$ cat config.mk
export PLATFORM = sky130hd
export DESIGN_NAME = dcache_dm
export DESIGN_NICKNAME = d
export VERILOG_FILES = /design/src/rtl/dcache_pkg.sv /design/src/rtl/dcache_array.sv /design/src/rtl/dcache_dm.sv
export SDC_FILE = /design/constraint.sdc
export NUM_CORES = 2
export LEC_CHECK = 0
export CAP_MARGIN = 20
export CORE_MARGIN = 2
export CORE_UTILIZATION = 33
export DETAILED_ROUTE_END_ITERATION = 8
export PLACE_DENSITY = 0.6
export SETUP_SLACK_MARGIN = 0.3
export SLEW_MARGIN = 30
export SYNTH_ARGS = -nofsm -noshare
export SYNTH_HDL_FRONTEND = slang
export SYNTH_SLANG_ARGS = --single-unit
$ cat constraint.sdc
create_clock -name clk -period 5.3 [get_ports clk]
set_input_delay 1.06 -clock clk [delete_from_list [all_inputs] [get_ports clk]]
set_output_delay 1.06 -clock clk [all_outputs]
set_load 0.05 [all_outputs]
$ cat src/rtl/dcache_pkg.sv
// dcache_pkg: shared types and helpers for the direct-mapped data cache.
//   dcache_state_t  - controller states (IDLE, FILL, WRITE)
//   calc_*_w        - address field widths derived from the cache geometry
//   addr_*          - address field extraction (word offset, index, tag)
package dcache_pkg;

    typedef enum logic [1:0] {
        IDLE  = 2'd0,
        FILL  = 2'd1,
        WRITE = 2'd2
    } dcache_state_t;

    function automatic int calc_off_w(input int words_per_line);
        return $clog2(words_per_line);
    endfunction

    function automatic int calc_idx_w(input int lines);
        return $clog2(lines);
    endfunction

    function automatic int calc_tag_w(input int addr_w, input int lines, input int words_per_line);
        return addr_w - 2 - calc_off_w(words_per_line) - calc_idx_w(lines);
    endfunction

    // Generic field extract; callers cast the result to the field width.
    function automatic logic [63:0] addr_field(input logic [63:0] addr, input int lsb, input int width);
        return (addr >> lsb) & ((64'd1 << width) - 64'd1);
    endfunction

    function automatic logic [63:0] addr_offset(input logic [63:0] addr, input int words_per_line);
        return addr_field(addr, 2, calc_off_w(words_per_line));
    endfunction

    function automatic logic [63:0] addr_index(input logic [63:0] addr, input int lines,
                                               input int words_per_line);
        return addr_field(addr, 2 + calc_off_w(words_per_line), calc_idx_w(lines));
    endfunction

    function automatic logic [63:0] addr_tag(input logic [63:0] addr, input int addr_w,
                                             input int lines, input int words_per_line);
        return addr_field(addr, 2 + calc_off_w(words_per_line) + calc_idx_w(lines),
                          calc_tag_w(addr_w, lines, words_per_line));
    endfunction

endpackage

$ cat src/rtl/dcache_array.sv
// dcache_array: tag and data storage for the direct-mapped cache.
//   Synchronous write, combinational read. One tag per line, one word per
//   {index, offset}. Valid bits live in the controller, not here.
//   rd_idx/rd_off   - read address; rd_tag/rd_data combinational outputs
//   tag_we/data_we  - write enables for tag and data word
//   w_idx/w_off     - write address; w_tag/w_data write values
module dcache_array #(
    parameter int LINES          = 16,
    parameter int WORDS_PER_LINE = 4,
    parameter int IDX_W          = 4,
    parameter int OFF_W          = 2,
    parameter int TAG_W          = 26,
    parameter int DATA_W         = 32
) (
    input  logic              clk,
    input  logic [IDX_W-1:0]  rd_idx,
    input  logic [OFF_W-1:0]  rd_off,
    output logic [TAG_W-1:0]  rd_tag,
    output logic [DATA_W-1:0] rd_data,
    input  logic              tag_we,
    input  logic              data_we,
    input  logic [IDX_W-1:0]  w_idx,
    input  logic [OFF_W-1:0]  w_off,
    input  logic [TAG_W-1:0]  w_tag,
    input  logic [DATA_W-1:0] w_data
);

    logic [TAG_W-1:0]  tag_mem_q  [LINES];
    logic [DATA_W-1:0] data_mem_q [LINES*WORDS_PER_LINE];

    always_ff @(posedge clk) begin
        if (tag_we)  tag_mem_q[w_idx]           <= w_tag;
        if (data_we) data_mem_q[{w_idx, w_off}] <= w_data;
    end

    assign rd_tag  = tag_mem_q[rd_idx];
    assign rd_data = data_mem_q[{rd_idx, rd_off}];

endmodule

$ cat src/rtl/dcache_dm.sv
// dcache_dm: direct-mapped, write-through, no-write-allocate data cache.
//   Core side : dCacheAddr/ReadEn/WriteEn/WriteData in, dCacheReadData and
//               dCacheStall out (both combinational).
//   Memory    : memReq/memWe/memAddr/memWData registered out; memAck/memRData in,
//               read data valid in the ack cycle.
//
//   state | meaning
//   IDLE  | serve read hits combinationally; launch a refill or a store
//   FILL  | fetch WORDS_PER_LINE words of the missed line, one at a time
//   WRITE | write-through store to memory; update cached word on a hit
module dcache_dm
    import dcache_pkg::*;
#(
    parameter int ADDR_W         = 32,
    parameter int DATA_W         = 32,
    parameter int LINES          = 16,
    parameter int WORDS_PER_LINE = 4
) (
    input  logic              clk,
    input  logic              rst,
    input  logic [ADDR_W-1:0] dCacheAddr,
    input  logic              dCacheReadEn,
    input  logic              dCacheWriteEn,
    input  logic [DATA_W-1:0] dCacheWriteData,
    output logic [DATA_W-1:0] dCacheReadData,
    output logic              dCacheStall,
    output logic              memReq,
    output logic              memWe,
    output logic [ADDR_W-1:0] memAddr,
    output logic [DATA_W-1:0] memWData,
    input  logic              memAck,
    input  logic [DATA_W-1:0] memRData
);

    localparam int OFF_W = calc_off_w(WORDS_PER_LINE);
    localparam int IDX_W = calc_idx_w(LINES);
    localparam int TAG_W = calc_tag_w(ADDR_W, LINES, WORDS_PER_LINE);

    dcache_state_t     state_q, state_d;
    logic [OFF_W-1:0]  cnt_q, cnt_d;
    logic [LINES-1:0]  valid_q, valid_d;
    logic              whit_q, whit_d;
    logic              mem_req_q, mem_req_d;
    logic              mem_we_q, mem_we_d;
    logic [ADDR_W-1:0] mem_addr_q, mem_addr_d;
    logic [DATA_W-1:0] mem_wdata_q, mem_wdata_d;

    logic [OFF_W-1:0]  req_off;
    logic [IDX_W-1:0]  req_idx, mem_idx;
    logic [TAG_W-1:0]  req_tag, mem_tag, rd_tag;
    logic [DATA_W-1:0] rd_data, w_data;
    logic              tag_we, data_we, hit, read_hit;
    logic [OFF_W-1:0]  w_off;

    assign req_off = OFF_W'(addr_offset(64'(dCacheAddr), WORDS_PER_LINE));
    assign req_idx = IDX_W'(addr_index(64'(dCacheAddr), LINES, WORDS_PER_LINE));
    assign req_tag = TAG_W'(addr_tag(64'(dCacheAddr), ADDR_W, LINES, WORDS_PER_LINE));
    // During FILL/WRITE the registered memory address names the line being touched.
    assign mem_idx = IDX_W'(addr_index(64'(mem_addr_q), LINES, WORDS_PER_LINE));
    assign mem_tag = TAG_W'(addr_tag(64'(mem_addr_q), ADDR_W, LINES, WORDS_PER_LINE));

    assign hit = valid_q[req_idx] && (rd_tag == req_tag);

    dcache_array #(
        .LINES(LINES), .WORDS_PER_LINE(WORDS_PER_LINE), .IDX_W(IDX_W),
        .OFF_W(OFF_W), .TAG_W(TAG_W), .DATA_W(DATA_W)
    ) u_array (
        .clk(clk), .rd_idx(req_idx), .rd_off(req_off), .rd_tag(rd_tag), .rd_data(rd_data),
        .tag_we(tag_we), .data_we(data_we), .w_idx(mem_idx), .w_off(w_off),
        .w_tag(mem_tag), .w_data(w_data)
    );

    always_comb begin
        state_d     = state_q;
        cnt_d       = cnt_q;
        valid_d     = valid_q;
        whit_d      = whit_q;
        mem_req_d   = mem_req_q;
        mem_we_d    = mem_we_q;
        mem_addr_d  = mem_addr_q;
        mem_wdata_d = mem_wdata_q;
        tag_we      = 1'b0;
        data_we     = 1'b0;
        w_off       = cnt_q;
        w_data      = memRData;
        dCacheStall = 1'b0;
        read_hit    = 1'b0;
        case (state_q)
            IDLE: begin
                if (dCacheWriteEn) begin
                    dCacheStall = 1'b1;
                    state_d     = WRITE;
                    mem_req_d   = 1'b1;
                    mem_we_d    = 1'b1;
                    mem_addr_d  = {dCacheAddr[ADDR_W-1:2], 2'b00};
                    mem_wdata_d = dCacheWriteData;
                    // Hit status is captured now; the line cannot change before the ack.
                    whit_d      = hit;
                end else if (dCacheReadEn) begin
                    if (hit) begin
                        read_hit = 1'b1;
                    end else begin
                        dCacheStall = 1'b1;
                        state_d     = FILL;
                        cnt_d       = '0;
                        mem_req_d   = 1'b1;
                        mem_we_d    = 1'b0;
                        mem_addr_d  = {dCacheAddr[ADDR_W-1:2+OFF_W], {(2+OFF_W){1'b0}}};
                    end
                end
            end
            FILL: begin
                dCacheStall = 1'b1;
                if (memAck) begin
                    data_we = 1'b1;
                    if (cnt_q == {OFF_W{1'b1}}) begin
                        tag_we           = 1'b1;
                        valid_d[mem_idx] = 1'b1;
                        mem_req_d        = 1'b0;
                        cnt_d            = '0;
                        state_d          = IDLE;
                    end else begin
                        cnt_d      = cnt_q + OFF_W'(1);
                        mem_addr_d = mem_addr_q + ADDR_W'(4);
                    end
                end
            end
            WRITE: begin
                dCacheStall = !memAck;
                w_off       = OFF_W'(addr_offset(64'(mem_addr_q), WORDS_PER_LINE));
                w_data      = mem_wdata_q;
                if (memAck) begin
                    data_we   = whit_q;
                    mem_req_d = 1'b0;
                    mem_we_d  = 1'b0;
                    state_d   = IDLE;
                end
            end
            default: state_d = IDLE;
        endcase
    end

    always_ff @(posedge clk) begin
        if (rst) begin
            state_q     <= IDLE;
            cnt_q       <= '0;
            valid_q     <= '0;
            whit_q      <= 1'b0;
            mem_req_q   <= 1'b0;
            mem_we_q    <= 1'b0;
            mem_addr_q  <= '0;
            mem_wdata_q <= '0;
        end else begin
            state_q     <= state_d;
            cnt_q       <= cnt_d;
            valid_q     <= valid_d;
            whit_q      <= whit_d;
            mem_req_q   <= mem_req_d;
            mem_we_q    <= mem_we_d;
            mem_addr_q  <= mem_addr_d;
            mem_wdata_q <= mem_wdata_d;
        end
    end

    assign dCacheReadData = read_hit ? rd_data : '0;
    assign memReq         = mem_req_q;
    assign memWe          = mem_we_q;
    assign memAddr        = mem_addr_q;
    assign memWData       = mem_wdata_q;

endmodule

Word-level counts from Yosys, hierarchy flattened
Memories as Yosys holds them, arrays and structs flattened.
Cells that the tools add are included.
{"block": "totals", "register_bits": 87, "latch_bits": 0, "ramBits": 2432, "romBits": 0, "in_bits": 101, "output_inout_bits": 99, "word_cells": 98, "memories": 2}
{"name": "u_array.data_mem_q", "depth": 64, "width": 32, "rd": 1, "rd_ports_with_merged_regs": 0, "wr": 1, "line": "dcache_array.sv:29", "text": "logic [DATA_W-1:0] data_mem_q [LINES*WORDS_PER_LINE];"}
{"name": "u_array.tag_mem_q", "depth": 16, "width": 24, "rd": 1, "rd_ports_with_merged_regs": 0, "wr": 1, "line": "dcache_array.sv:28", "text": "logic [TAG_W-1:0] tag_mem_q [LINES];"}
{"block": "classes", "add_sub_neg": 2, "mul": 0, "n_div": 0, "n_lt_le_gt_ge": 3, "n_eq_ne": 13, "shifts": 0, "n_mux": 55, "bitwise": 1, "n_reduce_logical": 14}
{"cell": "32-bit 2-to-1 mux", "count": 7}
{"cell": "32-bit case mux with 2 select lines", "count": 1}
{"cell": "32-bit by 3-bit adder with 32-bit output, second input constant", "count": 1}
{"cell": "1-bit 2-to-1 mux", "count": 27}
{"cell": "24-bit equality test", "count": 1}
{"cell": "2-bit 2-to-1 mux", "count": 12}
{"cell": "16-bit bitwise OR", "count": 1}
{"cell": "5-bit AND reduction", "count": 3}
{"cell": "2-bit != test, second input constant", "count": 7}
{"cell": "4-bit by 5-bit less-than comparator with 1-bit output, second input constant", "count": 2}
{"cell": "3-bit != test, second input constant", "count": 2}
{"cell": "1-bit case mux with 3 select lines", "count": 2}
{"cell": "2-bit case mux with 3 select lines", "count": 1}
{"cell": "6-bit AND reduction", "count": 1}
{"cell": "1-bit binary-select mux with 4-bit select", "count": 1}
{"cell": "1-bit demux with 4-bit select", "count": 1}
{"cell": "2-bit equality test, second input constant", "count": 2}
{"cell": "4-bit by 1-bit >= comparator with 1-bit output, second input constant", "count": 1}
{"cell": "1-bit case mux with 2 select lines", "count": 2}
{"cell": "2-bit case mux with 2 select lines", "count": 1}
{"cell": "4-bit AND reduction", "count": 1}
{"cell": "2-bit nonzero test", "count": 2}
{"cell": "3-bit AND reduction", "count": 1}
{"cell": "3-bit nonzero test", "count": 1}
{"cell": "6 further kinds", "count": 7}

Longest topological paths before layout
{"block": "logic_depth", "depth_word": 8, "mapped_depth": 15, "mapped_depth_nobuf": 10}

Cells and area by module
From an unflattened synthesis, not the netlist that was laid out.
{"block": "hier_totals", "hier_cells": 4514, "area_unflattened_um2": 97995.2}
{"module": "dcache_array", "n_inst": 1, "cells_each": 3843, "area_per_inst_um2": 92698.9, "seq_area_each_um2": 73030.0}
{"module": "dcache_dm", "n_inst": 1, "cells_each": 671, "area_per_inst_um2": 5296.3, "seq_area_each_um2": 1701.6}

Least setup slack after synthesis
OpenSTA, ideal clock, no wires.
{"block": "synth_path", "kind": "input-to-output", "start": "in dCacheAddr[4]", "end": "out dCacheReadData[10]", "arrival_time_ps": 4304, "required_time_ps": 4240, "slack_ps": -64, "path_stages": 13, "path_buffers": 4, "cell_sequence": "buf_6 -> buf_4 -> buf_2 -> mux4_2 -> a22oi_1 -> nand2_1 -> xnor2_1 -> nand4_1 -> nor3_4 -> and4b_1 -> nand3_1 -> buf_2 -> nor2b_1"}
{"block": "synth_between", "elab_chain_cells": 8, "word_cells_on_any_way": 11, "cone_classes": "eq/ne (1); mux (7); reduce/logical (1); memory (2)"}
{"element": "from (decl)", "line": "dcache_dm.sv:21", "text": "input logic [ADDR_W-1:0] dCacheAddr,"}
{"element": "memory read 16 x 24 bit / 1-bit binary-select mux with 4-bit select (equally long branches)"}
{"element": "24-bit equality test / 1-bit 2-to-1 mux (equally long branches)", "line": "dcache_dm.sv:62", "text": "assign hit = valid_q[req_idx] && (rd_tag == req_tag);"}
{"element": "1-bit logical AND", "line": "dcache_dm.sv:62"}
{"element": "1-bit 2-to-1 mux", "line": "dcache_dm.sv:100", "text": "if (hit) begin"}
{"element": "1-bit 2-to-1 mux", "line": "dcache_dm.sv:99", "text": "end else if (dCacheReadEn) begin"}
{"element": "1-bit 2-to-1 mux", "line": "dcache_dm.sv:90", "text": "if (dCacheWriteEn) begin"}
{"element": "1-bit 2-to-1 mux", "line": "dcache_dm.sv:88", "text": "case (state_q)"}
{"element": "32-bit 2-to-1 mux (*)", "line": "dcache_dm.sv:165", "text": "assign dCacheReadData = read_hit ? rd_data : '0;"}
{"element": "to (decl)", "line": "dcache_dm.sv:25", "text": "output logic [DATA_W-1:0] dCacheReadData,"}
Mark *: on every way between the ends. The rest lies on a longest branch, timed or not. The select of a mux whose other input is x is not followed.

Final worst setup path
{"block": "layout_path", "start": "in dCacheAddr[4]", "end": "out dCacheReadData[27]"}
Same word-level chain as after synthesis.

==> flow_metrics.env <==
export IMPL_status="complete, but fails checks"
export IMPL_violations="design-rule violations, negative setup slack"
export IMPL_rrSetupSlack_ns=1.49
export IMPL_fin_skew_ns=0.0792
export IMPL_synth_seq_area_share_pct=76.7
export IMPL_wl_per_cell_um=28.3
export IMPL_chipWidth_um=547
export IMPL_crit_cells=14
export IMPL_path_buf_inv=6
export IMPL_ys_flop_type="edfxtp_1"
export IMPL_p_switching_mw=9.54
export IMPL_path_max_fanout=7
export IMPL_drt_iter0_markers=5219
export IMPL_final_nets=4829
export IMPL_maxSlewViolCount=0
export IMPL_antenna_found_initial=19
export IMPL_tightestPinTransition_ns=1.01
export IMPL_fmax_ghz=0.185
export IMPL_io_buffer_count=195
export IMPL_cts_hold_buf=0
export IMPL_synth_edf_count=2432
export IMPL_rows=199
export IMPL_power_frac_clock_pct=40.3
export IMPL_setup_viol=32
export IMPL_place_gp_congestion=0.827
export IMPL_critPathArrivalTime_ns=4.34
export IMPL_path_clk_slew_ns=0.06
export IMPL_powerDensity_nw_per_um2=372
export IMPL_via_per_inst=5.23
export IMPL_drtAntennaViolNets=0
export IMPL_start_kind="primary input"
export IMPL_clk_latency_ns=0.91
export IMPL_synth_area_um2=97400
export IMPL_cpPeakStageDelay_ns=0.53
export IMPL_vias=46200
export IMPL_synth_distinct_cells=65
export IMPL_synth_simple_area_share_pct=1.79
export IMPL_route_detailed_drc=24
export IMPL_met2_length_um=129000
export IMPL_io_pins=200
export IMPL_crit_type="primary input to output port"
export IMPL_p_leak_nw=35.8
export IMPL_yosysTopAreaCellShare_pct=75.0
export IMPL_hold_end="valid_q[6]$_SDFFE_PP0P_"
export IMPL_ys_seq_elements=2517
export IMPL_post_dp_hpwl_um=146000
export IMPL_start_util_pct=33.1
export IMPL_grt_ovfl_total=0
export IMPL_timing_final_ws_setup_ns=-0.0993
export IMPL_die_area_um2=299000
export IMPL_hold_class="flip-flop to flip-flop"
export IMPL_synth_cells=4218
export IMPL_synth_compound_area_share_pct=1.48
export IMPL_synth_most_common_cell="edfxtp_1"
export IMPL_p_sw_share_pct=22.2
export IMPL_crit_family="simple AND/OR/NAND/NOR gates"
export IMPL_die_y_um=547
export IMPL_ys_warn_count=0
export IMPL_grt_pass1_wl_um=354000
export IMPL_ys_async_sr_fraction_pct=0
export IMPL_yosysTopAreaCell="edfxtp_1"
export IMPL_hold_depth=2
export IMPL_synthTopCellsByCount="2432 x edfxtp_1, 767 x mux4_2, 142 x clkbuf_1"
export IMPL_hold_viol=0
export IMPL_combPwrFrac_pct=7.3
export IMPL_synth_adder_area_share_pct=0.0771
export IMPL_peakVddDrop_mv=0.304
export IMPL_crit_chain="buf_16 -> buf_6 -> mux4_2 -> mux4_2 -> xnor2_1 -> nand4_1 -> buf_4 -> nor3_4 -> and4b_2 -> nand3_4 -> buf_12 -> buf_16 -> nor2b_4 -> buf_12"
export IMPL_grt_max_degree=65
export IMPL_holdCritStartpoint="valid_q[6]$_SDFFE_PP0P_"
export IMPL_whs_ns=0.460
export IMPL_cts_tree="done"
export IMPL_root_buffer="clkbuf_16"
export IMPL_synthToLayoutAreaGrowth_pct=18.8
export IMPL_wl_um=250000
export IMPL_maxCapViolations=0
export IMPL_synth_top_family_by_area="multiplexers"
export IMPL_slowest_stage="mux4_2"
export IMPL_r2r_start="state_q[0]$_SDFFE_PP0P_"
export IMPL_cts_buffers=247
export IMPL_fin_crit_ns=5.40
export IMPL_multi_input_area_um2=22600
export IMPL_crit_path_end_kind="output port"
export IMPL_met1Wirelength_um=98300
export IMPL_cp_required_ns=4.24
export IMPL_p_seq_share_pct=52.4
export IMPL_drive_gt1_share_pct=33.2
export IMPL_rr_worst_depth=7
export IMPL_grt_pass1_vias=47300
export IMPL_syn_avg_cell_area_um2=23.1
export IMPL_fp_coreArea_um2=294000
export IMPL_h_tree_depth=4
export IMPL_fin_util_pct=39.4
export IMPL_synthMuxAreaShare_pct=18.6
export IMPL_dr_wl_met3_um=16200
export IMPL_p_int_mw=33.5
export IMPL_r2r_end="u_array.data_mem_q[18][3]$_DFFE_PP_"
export IMPL_rsz0062_at_grt="true"
export IMPL_fin_crit_sh_pct=102
export IMPL_drt_pre_antenna_iters=7
export IMPL_ys_top_cells_by_area="edfxtp_1 75%, mux4_2 18%, dfxtp_1 1.7%"
export IMPL_final_fill_count=25900
export IMPL_cts_buffer_depth=4
export IMPL_synthXorXnorAreaFrac_pct=0.207
export IMPL_highest_layer="met5"
export IMPL_slew_headroom_pct=32.6
export IMPL_final_seq_area_um2=74700
export IMPL_numClockSinks=2517
export IMPL_grt_use_total_pct=16.4
## routing by layer
metal | track usage (%) | up-vias
met2 | 28.6 | 1582
met5 | 0 | -
met4 | 4.47 | 8
met1 | 21.2 | 25300
met3 | 2.76 | 349
li1 | - | 19000
## cell families after synthesis
kind of cell,Yosys count
AOI/OAI and AO/OA,195
DFF,2517
and+or+nand+nor,373
other,1
buffers and inverters,258
adders and majority gates,6
xor gates and xnor gates,23
muxes,845
## flip-flops by register name, summed over array words and instances (netlist names)
register / cells
memWData: 32
state_q: 2
u_array.data_mem_q: 2048
valid_q: 16
whit_q: 1
memReq: 1
u_array.tag_mem_q: 384
cnt_q: 2
memAddr: 30
memWe: 1
## placed cells by master (no fill, tap or decap), types with 16 or more instances in the layout
cell	netlist	layout
a21oi_1	54	53
buf_12	0	91
buf_4	7	218
bufinv_16	0	28
clkbuf_1	142	51
clkbuf_16	0	252
clkdlybuf4s50_1	0	154
clkinv_1	2	46
clkinv_2	0	40
dfxtp_1	85	85
edfxtp_1	2432	2432
inv_1	25	25
mux2_2	36	28
mux2i_1	42	40
mux4_2	767	767
nand2_1	131	130
nand3_1	22	20
nor2_1	103	27
nor2_4	0	76
nor2b_4	0	32
o21a_1	16	16
o21ai_0	19	18
## area by class of cell
type / count / area share, %
Antenna cell: 1 / 0.00216
Clock buffer: 304 / 5.61
Clock inverter: 134 / 1.24
Inverter: 27 / 0.0876
Multi-Input combinational cell: 1444 / 19.5
Sequential cell: 2517 / 64.6
Tap cell: 3919 / 4.24
Timing Repair Buffer: 485 / 4.71
## power groups by stage
stage / clock network, mW / logic [mW] / registers, mW
floorplan: 0 / 1.63 / 23.1
global placement: 0 / 3.06 / 23.0
detailed placement: 0 / 3.13 / 23.0
CTS: 17.7 / 3.16 / 22.5
global route: 18.4 / 3.33 / 22.6
finish: 17.3 / 3.15 / 22.6
## stage by stage
stage               setup TNS (ns)  instance area (um^2)  power, mW  setup WS (ns)  std cells
floorplan                        0                 97500       24.7          0.167       4219
global placement             -9.36                107000       26.0         -0.368       8377
detailed placement           -9.29                107000       26.1         -0.361       8379
CTS                          -2.80                115000       43.4         -0.103       8823
global route                 -4.60                116000       44.3         -0.165       8831
finish                       -2.47                116000       43.0        -0.0993       8831
## timing repair
action,CTS,global route
pin swaps,6,6
gates cloned,4,2
buffers inserted,2,5
endpoints found under the setup margin,33,33
resized for setup,37,21
## worst register-to-register path, delay by kind of cell (launching register included)
| family | cells | cell delay [ns] |
|---|---|---|
| DFF | 1 | 0.34 |
| AOI/OAI and AO/OA | 1 | 0.19 |
| buffers and inverters | 2 | 0.73 |
| and+or+nand+nor | 3 | 1.48 |
| adders and majority gates | 1 | 0.63 |
## worst max path at each step
stage / start / endpoint / slack [ns]
5_1_grt: dCacheAddr[4] / dCacheReadData[7] / -0.16
2_1_floorplan: dCacheAddr[4] / dCacheReadData[10] / 0.17
3_5_place_dp: dCacheAddr[4] / dCacheReadData[31] / -0.36
4_1_cts: dCacheAddr[4] / dCacheReadData[5] / -0.10
6_report: dCacheAddr[4] / dCacheReadData[27] / -0.1
3_3_place_gp: dCacheAddr[4] / dCacheReadData[0] / -0.37
(Power assumes the default switching activity.)
